File: src/rtl/cpu_controller_if.sv
// Control bus between the multi-cycle controller and the 16-bit datapath.
// The controller side (master) drives every select/enable; the datapath side returns the instruction word.
interface cpu_controller_if #(
    parameter int PC_W = 7,
    parameter int DA_W = 8,
    parameter int RA_W = 4
);
    logic [15:0]     IR_in;
    logic [PC_W-1:0] PC_addr;
    logic            IR_ld;
    logic [DA_W-1:0] D_addr;
    logic            D_wr;
    logic            RF_s;
    logic [RA_W-1:0] RF_W_addr;
    logic            RF_W_en;
    logic [RA_W-1:0] RF_Ra_addr;
    logic [RA_W-1:0] RF_Rb_addr;
    logic [2:0]      ALU_sel;
    logic            Halted;
    logic [3:0]      State;

    modport master (
        input  IR_in,
        output PC_addr, IR_ld, D_addr, D_wr, RF_s, RF_W_addr, RF_W_en,
               RF_Ra_addr, RF_Rb_addr, ALU_sel, Halted, State
    );

    modport slave (
        output IR_in,
        input  PC_addr, IR_ld, D_addr, D_wr, RF_s, RF_W_addr, RF_W_en,
               RF_Ra_addr, RF_Rb_addr, ALU_sel, Halted, State
    );
endinterface

File: src/rtl/cpu_controller.sv
// Multi-cycle control unit: fetch, decode and sequence one instruction at a time.
// All outputs are Moore-decoded from the registered state and instruction register.
module cpu_controller #(
    parameter int PC_W = 7,
    parameter int DA_W = 8,
    parameter int RA_W = 4
) (
    input  logic Clk,
    input  logic ResetN,
    cpu_controller_if.master bus
);

    typedef enum logic [3:0] {
        INIT   = 4'd0,
        FETCH  = 4'd1,
        DECODE = 4'd2,
        LOAD_A = 4'd3,
        LOAD_B = 4'd4,
        STORE  = 4'd5,
        ALU_OP = 4'd6,
        NOOP   = 4'd7,
        HALT   = 4'd8
    } state_t;

    state_t          state;
    state_t          next_state;
    logic [PC_W-1:0] pc;
    logic [15:0]     ir;
    logic [3:0]      op;
    logic [3:0]      alu_code;

    assign op       = ir[15:12];
    // ALU opcodes 0011..1001 map onto selects 1..7, so the select is simply op-2
    assign alu_code = op - 4'd2;

    always_ff @(posedge Clk or negedge ResetN) begin
        if (!ResetN) begin
            state <= INIT;
            pc    <= '0;
            ir    <= '0;
        end else begin
            state <= next_state;
            if (state == FETCH) begin
                ir <= bus.IR_in;
                pc <= pc + 1'b1;
            end
        end
    end

    always_comb begin
        next_state     = state;
        bus.IR_ld      = 1'b0;
        bus.D_addr     = '0;
        bus.D_wr       = 1'b0;
        bus.RF_s       = 1'b0;
        bus.RF_W_addr  = '0;
        bus.RF_W_en    = 1'b0;
        bus.RF_Ra_addr = '0;
        bus.RF_Rb_addr = '0;
        bus.ALU_sel    = 3'd0;
        bus.Halted     = 1'b0;

        case (state)
            INIT: begin
                next_state = FETCH;
            end
            FETCH: begin
                bus.IR_ld  = 1'b1;
                next_state = DECODE;
            end
            DECODE: begin
                case (op)
                    4'b0001: next_state = STORE;
                    4'b0010: next_state = LOAD_A;
                    4'b0011, 4'b0100, 4'b0101, 4'b0110,
                    4'b0111, 4'b1000, 4'b1001: next_state = ALU_OP;
                    4'b1010: next_state = HALT;
                    default: next_state = NOOP;
                endcase
            end
            LOAD_A: begin
                bus.D_addr = DA_W'(ir[11:4]);
                bus.RF_s   = 1'b1;
                next_state = LOAD_B;
            end
            LOAD_B: begin
                bus.D_addr    = DA_W'(ir[11:4]);
                bus.RF_s      = 1'b1;
                bus.RF_W_addr = RA_W'(ir[3:0]);
                bus.RF_W_en   = 1'b1;
                next_state    = FETCH;
            end
            STORE: begin
                bus.D_addr     = DA_W'(ir[7:0]);
                bus.RF_Ra_addr = RA_W'(ir[11:8]);
                bus.D_wr       = 1'b1;
                next_state     = FETCH;
            end
            ALU_OP: begin
                bus.RF_Ra_addr = RA_W'(ir[11:8]);
                bus.RF_Rb_addr = RA_W'(ir[7:4]);
                bus.ALU_sel    = alu_code[2:0];
                bus.RF_W_addr  = RA_W'(ir[3:0]);
                bus.RF_W_en    = 1'b1;
                next_state     = FETCH;
            end
            NOOP: begin
                next_state = FETCH;
            end
            HALT: begin
                bus.Halted = 1'b1;
                next_state = HALT;
            end
            default: begin
                next_state = INIT;
            end
        endcase
    end

    assign bus.PC_addr = pc;
    assign bus.State   = state;

endmodule

File: src/flat_wrapper.sv
// flat-port wrapper written by rule: the top's interface ports become plain ports
module cpu_controller_flat 
#(
    parameter int PC_W = 7,
    parameter int DA_W = 8,
    parameter int RA_W = 4
)
  (Clk, ResetN, bus_IR_in, bus_PC_addr, bus_IR_ld, bus_D_addr, bus_D_wr, bus_RF_s, bus_RF_W_addr, bus_RF_W_en, bus_RF_Ra_addr, bus_RF_Rb_addr, bus_ALU_sel, bus_Halted, bus_State);
  cpu_controller_if #(.PC_W(PC_W), .DA_W(DA_W), .RA_W(RA_W)) bus_i ();
  input  logic Clk;
  input  logic ResetN;
  input wire logic [$bits(bus_i.IR_in)-1:0] bus_IR_in;
  output wire logic [$bits(bus_i.PC_addr)-1:0] bus_PC_addr;
  output wire logic [$bits(bus_i.IR_ld)-1:0] bus_IR_ld;
  output wire logic [$bits(bus_i.D_addr)-1:0] bus_D_addr;
  output wire logic [$bits(bus_i.D_wr)-1:0] bus_D_wr;
  output wire logic [$bits(bus_i.RF_s)-1:0] bus_RF_s;
  output wire logic [$bits(bus_i.RF_W_addr)-1:0] bus_RF_W_addr;
  output wire logic [$bits(bus_i.RF_W_en)-1:0] bus_RF_W_en;
  output wire logic [$bits(bus_i.RF_Ra_addr)-1:0] bus_RF_Ra_addr;
  output wire logic [$bits(bus_i.RF_Rb_addr)-1:0] bus_RF_Rb_addr;
  output wire logic [$bits(bus_i.ALU_sel)-1:0] bus_ALU_sel;
  output wire logic [$bits(bus_i.Halted)-1:0] bus_Halted;
  output wire logic [$bits(bus_i.State)-1:0] bus_State;
  assign bus_i.IR_in = bus_IR_in;
  assign bus_PC_addr = bus_i.PC_addr;
  assign bus_IR_ld = bus_i.IR_ld;
  assign bus_D_addr = bus_i.D_addr;
  assign bus_D_wr = bus_i.D_wr;
  assign bus_RF_s = bus_i.RF_s;
  assign bus_RF_W_addr = bus_i.RF_W_addr;
  assign bus_RF_W_en = bus_i.RF_W_en;
  assign bus_RF_Ra_addr = bus_i.RF_Ra_addr;
  assign bus_RF_Rb_addr = bus_i.RF_Rb_addr;
  assign bus_ALU_sel = bus_i.ALU_sel;
  assign bus_Halted = bus_i.Halted;
  assign bus_State = bus_i.State;
  cpu_controller #(.PC_W(PC_W), .DA_W(DA_W), .RA_W(RA_W)) u_core (.Clk(Clk), .ResetN(ResetN), .bus(bus_i));
endmodule
File: config.mk
export PLATFORM = sky130hd
export DESIGN_NAME = cpu_controller_flat
export DESIGN_NICKNAME = d
export VERILOG_FILES = /design/src/rtl/cpu_controller_if.sv /design/src/rtl/cpu_controller.sv /design/src/flat_wrapper.sv
export SDC_FILE = /design/constraint.sdc
export NUM_CORES = 1
export LEC_CHECK = 0
export ABC_AREA = 0
export CAP_MARGIN = 15
export CORE_ASPECT_RATIO = 0.6
export CORE_UTILIZATION = 46
export DETAILED_ROUTE_END_ITERATION = 6
export PLACE_DENSITY = 0.85
export RECOVER_POWER = 100
export SLEW_MARGIN = 20
export SYNTH_ARGS = -nofsm -noshare
export SYNTH_HDL_FRONTEND = slang
export SYNTH_SLANG_ARGS = --single-unit
File: constraint.sdc
create_clock -name Clk -period 5.2 [get_ports Clk]
set_clock_uncertainty 0.15 [all_clocks]
set_input_delay 0.78 -clock Clk [delete_from_list [all_inputs] [get_ports Clk]]
set_output_delay 0.78 -clock Clk [all_outputs]
set_load 0.005 [all_outputs]
==> impl_results.md <==
- Class of the most critical setup path: reg2out
- RSZ-0062 raised after global routing: false
- Vias in the first global route: 1,065
- WL final: ~3.4 mm
- Htree depth: 1
- Max incr delay on CP: 1.00 ns
- Area growth from synthesis to layout: 43.3%
- Die area: 3240 sq um
- Slew at the pin with the worst max-slew slack: roughly 1.4 ns
- Die H: roughly 44 microns
- Crit path DAT: ~2.8 ns
- Layout fillers: around 190
- Setup TNS: 0 ns
- Final Hold Fails: 0
- HP Class: reg2reg
- Setup bufs post-CTS: 0
- I/O Pins: 57
- Yosys cell types: 30
- Register area share after synthesis: around 49%
- Root buffer cell: clkbuf_8
- Ys Warns: 0
- Largest net degree at the start of global routing: 28
- Period utilisation layout: 72.1%
- Crit. End Element: output pin
- Post-Synthesis Net Count: ~130
- CTS sink count: 27
- Final setup fails: 0
- Initial antenna violation count: 0
- DRC viols: 0
- Crit start category: flop
- Ys async rst share: 100%
- Leak Pwr: 0.830 nW
- Synth Flop Type: dfrtp_1
- First-pass GRT wire length: approximately 5.4 mm
- Avg Inst Size Synth: 12.0 sq um
- Vias per Instance: 5.16
- Layout cells sized above 1: about 12%
- Clock Path Buffers: 2
- Final-stage net count: approximately 190
- Setup ws final: around 1.5 ns
- Clk slew on worst S/H paths: about 0.08 ns
- Core ar.: between 2000 and 3000 sq um
- ANT cells: 0
- Post-synth EDFFs: 0
- Slew headroom: 5.19%
- DP Wirelength: around 2.5 mm
- # rows: 14
- Cell Chain, Critical Path: nor4b_1, clkbuf_1, dlygate4sd3_1
- Data required, critical path: between 4 and 5 ns
- Worst-path fanout max: 25
- CP max stage cell: clkbuf_1
- Number of max-cap violations: 0
- Grt ovf: 0
- GRT Total Usage: a little under a quarter
- Hold-fix buffer count after cts: 0
- Final min period: roughly 3.7 ns
- F_max: approximately 270 MHz
- Final Max Tran Viols: 0
- Router iterations before antenna repair: 4
- Post-route ant nets: 0
- Port Buffers: 56
- DR vias: about 1.1k
- TritonCTS clock tree: built
- Post-CTS resize count: 0
- Initial Util: 51.6%
- Initial DRC Count: 35
- Die W: roughly 73 microns
- Mapped Area: between 1000 and 1500 sq um
- Pre-CTS setup slack: ~2.3 ns
- Clk Latency, worst-skew pair: 0.27 ns
- Worst VDD drop: between 0.3 and 0.4 mV
- FF+latch count, synth: 27
- Gate Count Post-Synth: 115
- TritonCTS Buffers: 3
- RePlAce Congestion: about 0.83
- WL/cell: roughly 16 microns
- Pwr per Cell Area: 556 nW/um^2
- Status: complete, no violations
through the flow:
stage	cells	power, mW	cell area (sq um)	utilization [%]	hold WS (ns)
floorplan	115	0.754	1380	-	0.318
global placement	208	1.01	1960	73.3	0.314
detailed placement	208	1.03	1960	73.3	0.316
CTS	212	1.16	2010	75.0	0.328
global route	212	1.18	1980	73.9	0.353
finish	212	1.10	1980	73.9	0.317
cells by family after synthesis:
kind of cell	share of synthesized area (%)
simple gates	17.5
xor+xnor	5.07
buf+inv	4.25
flops	48.9
mux	13.8
fa+ha+maj	0.905
compound gates	9.59
worst paths after layout:
check,start,to,slack [ns],depth (start not counted)
worst min register to register,u_core.bus.PC_addr[6],u_core.bus.PC_addr[6],0.32,1
worst min-delay path,u_core.bus.PC_addr[6],u_core.bus.PC_addr[6],0.32,1
max in group asynchronous,ResetN,u_core.bus.State[3],2.86,2
worst max-delay path,u_core.bus.State[0],bus_IR_ld,1.45,3
min in group asynchronous,ResetN,u_core.bus.PC_addr[1],1.21,2
worst max register to register,u_core.bus.State[0],u_core.bus.PC_addr[4],2.64,4
worst max-delay path, delay by kind of cell, from the launching register on:
| family | cells | cell delay [ns] |
|---|---|---|
| buffers and inverters | 2 | 1.70 |
| flip-flops | 1 | 0.53 |
| AND/OR/NAND/NOR | 1 | 0.31 |
cells in the mapped netlist, drive strengths merged (2+ instances only):
cell type | count | area [sq um]
dfrtp | 27 | 676
mux2 | 17 | 191
and2 | 13 | 81.3
a22o | 8 | 70.1
a21oi | 5 | 28.8
buf | 5 | 43.8
xnor2 | 5 | 43.8
inv | 4 | 15.0
nand4 | 4 | 25.0
nor2 | 3 | 13.8
nor3 | 3 | 15.0
xor2 | 3 | 26.3
nand2 | 2 | 7.51
nand2b | 2 | 12.5
nand3b | 2 | 15.0
or3b | 2 | 17.5
registers in the layout (all words and copies together) (netlist names):
| register | cells |
|---|---|
| u_core.ir | 16 |
| u_core.bus.PC_addr | 7 |
| u_core.bus.State | 4 |
final cells by class:
class                           count  area [sq um]  share of cell area (%)
Clock buffer                        4          45.0                    2.27
Sequential cell                    27           676                    34.1
Inverter                            4          15.0                   0.758
Timing Repair Buffer               58           568                    28.7
Multi-Input combinational cell     79           627                    31.6
Tap cell                           40          50.0                    2.53
placed cells by master, fill, tap and decap left out, types with 2 or more instances in the layout:
cell type	netlist	routed
and2_0	0	11
nor2_1	2	3
dlygate4sd3_1	0	27
nand2b_1	2	2
inv_1	4	4
dfrtp_1	27	27
clkbuf_1	0	3
xor2_1	3	3
clkdlybuf4s50_1	0	29
a21oi_1	4	5
and2_1	13	2
nand3b_1	2	2
xnor2_1	5	5
nand2_1	2	2
nand4_1	4	4
clkbuf_8	0	3
mux2_2	17	17
a22o_1	8	8
nor3_1	3	3
where the power goes:
part / switching [mW] / leakage [nW] / internal (mW)
sequential: 0.124 / 0.325 / 0.311
clock: 0.0635 / 0.0228 / 0.0550
combinational: 0.213 / 0.482 / 0.335
routing by layer:
| metal | GRT usage, % | share of wire (%) | vias up |
|---|---|---|---|
| met5 | 0 | 0 | - |
| met4 | 3.92 | 0.44 | 0 |
| met3 | 7.29 | 5.7 | 3 |
| li1 | - | - | 526 |
| met2 | 35.7 | 45 | 36 |
| met1 | 31.5 | 49 | 528 |
Power figures use the tool's default switching activity.
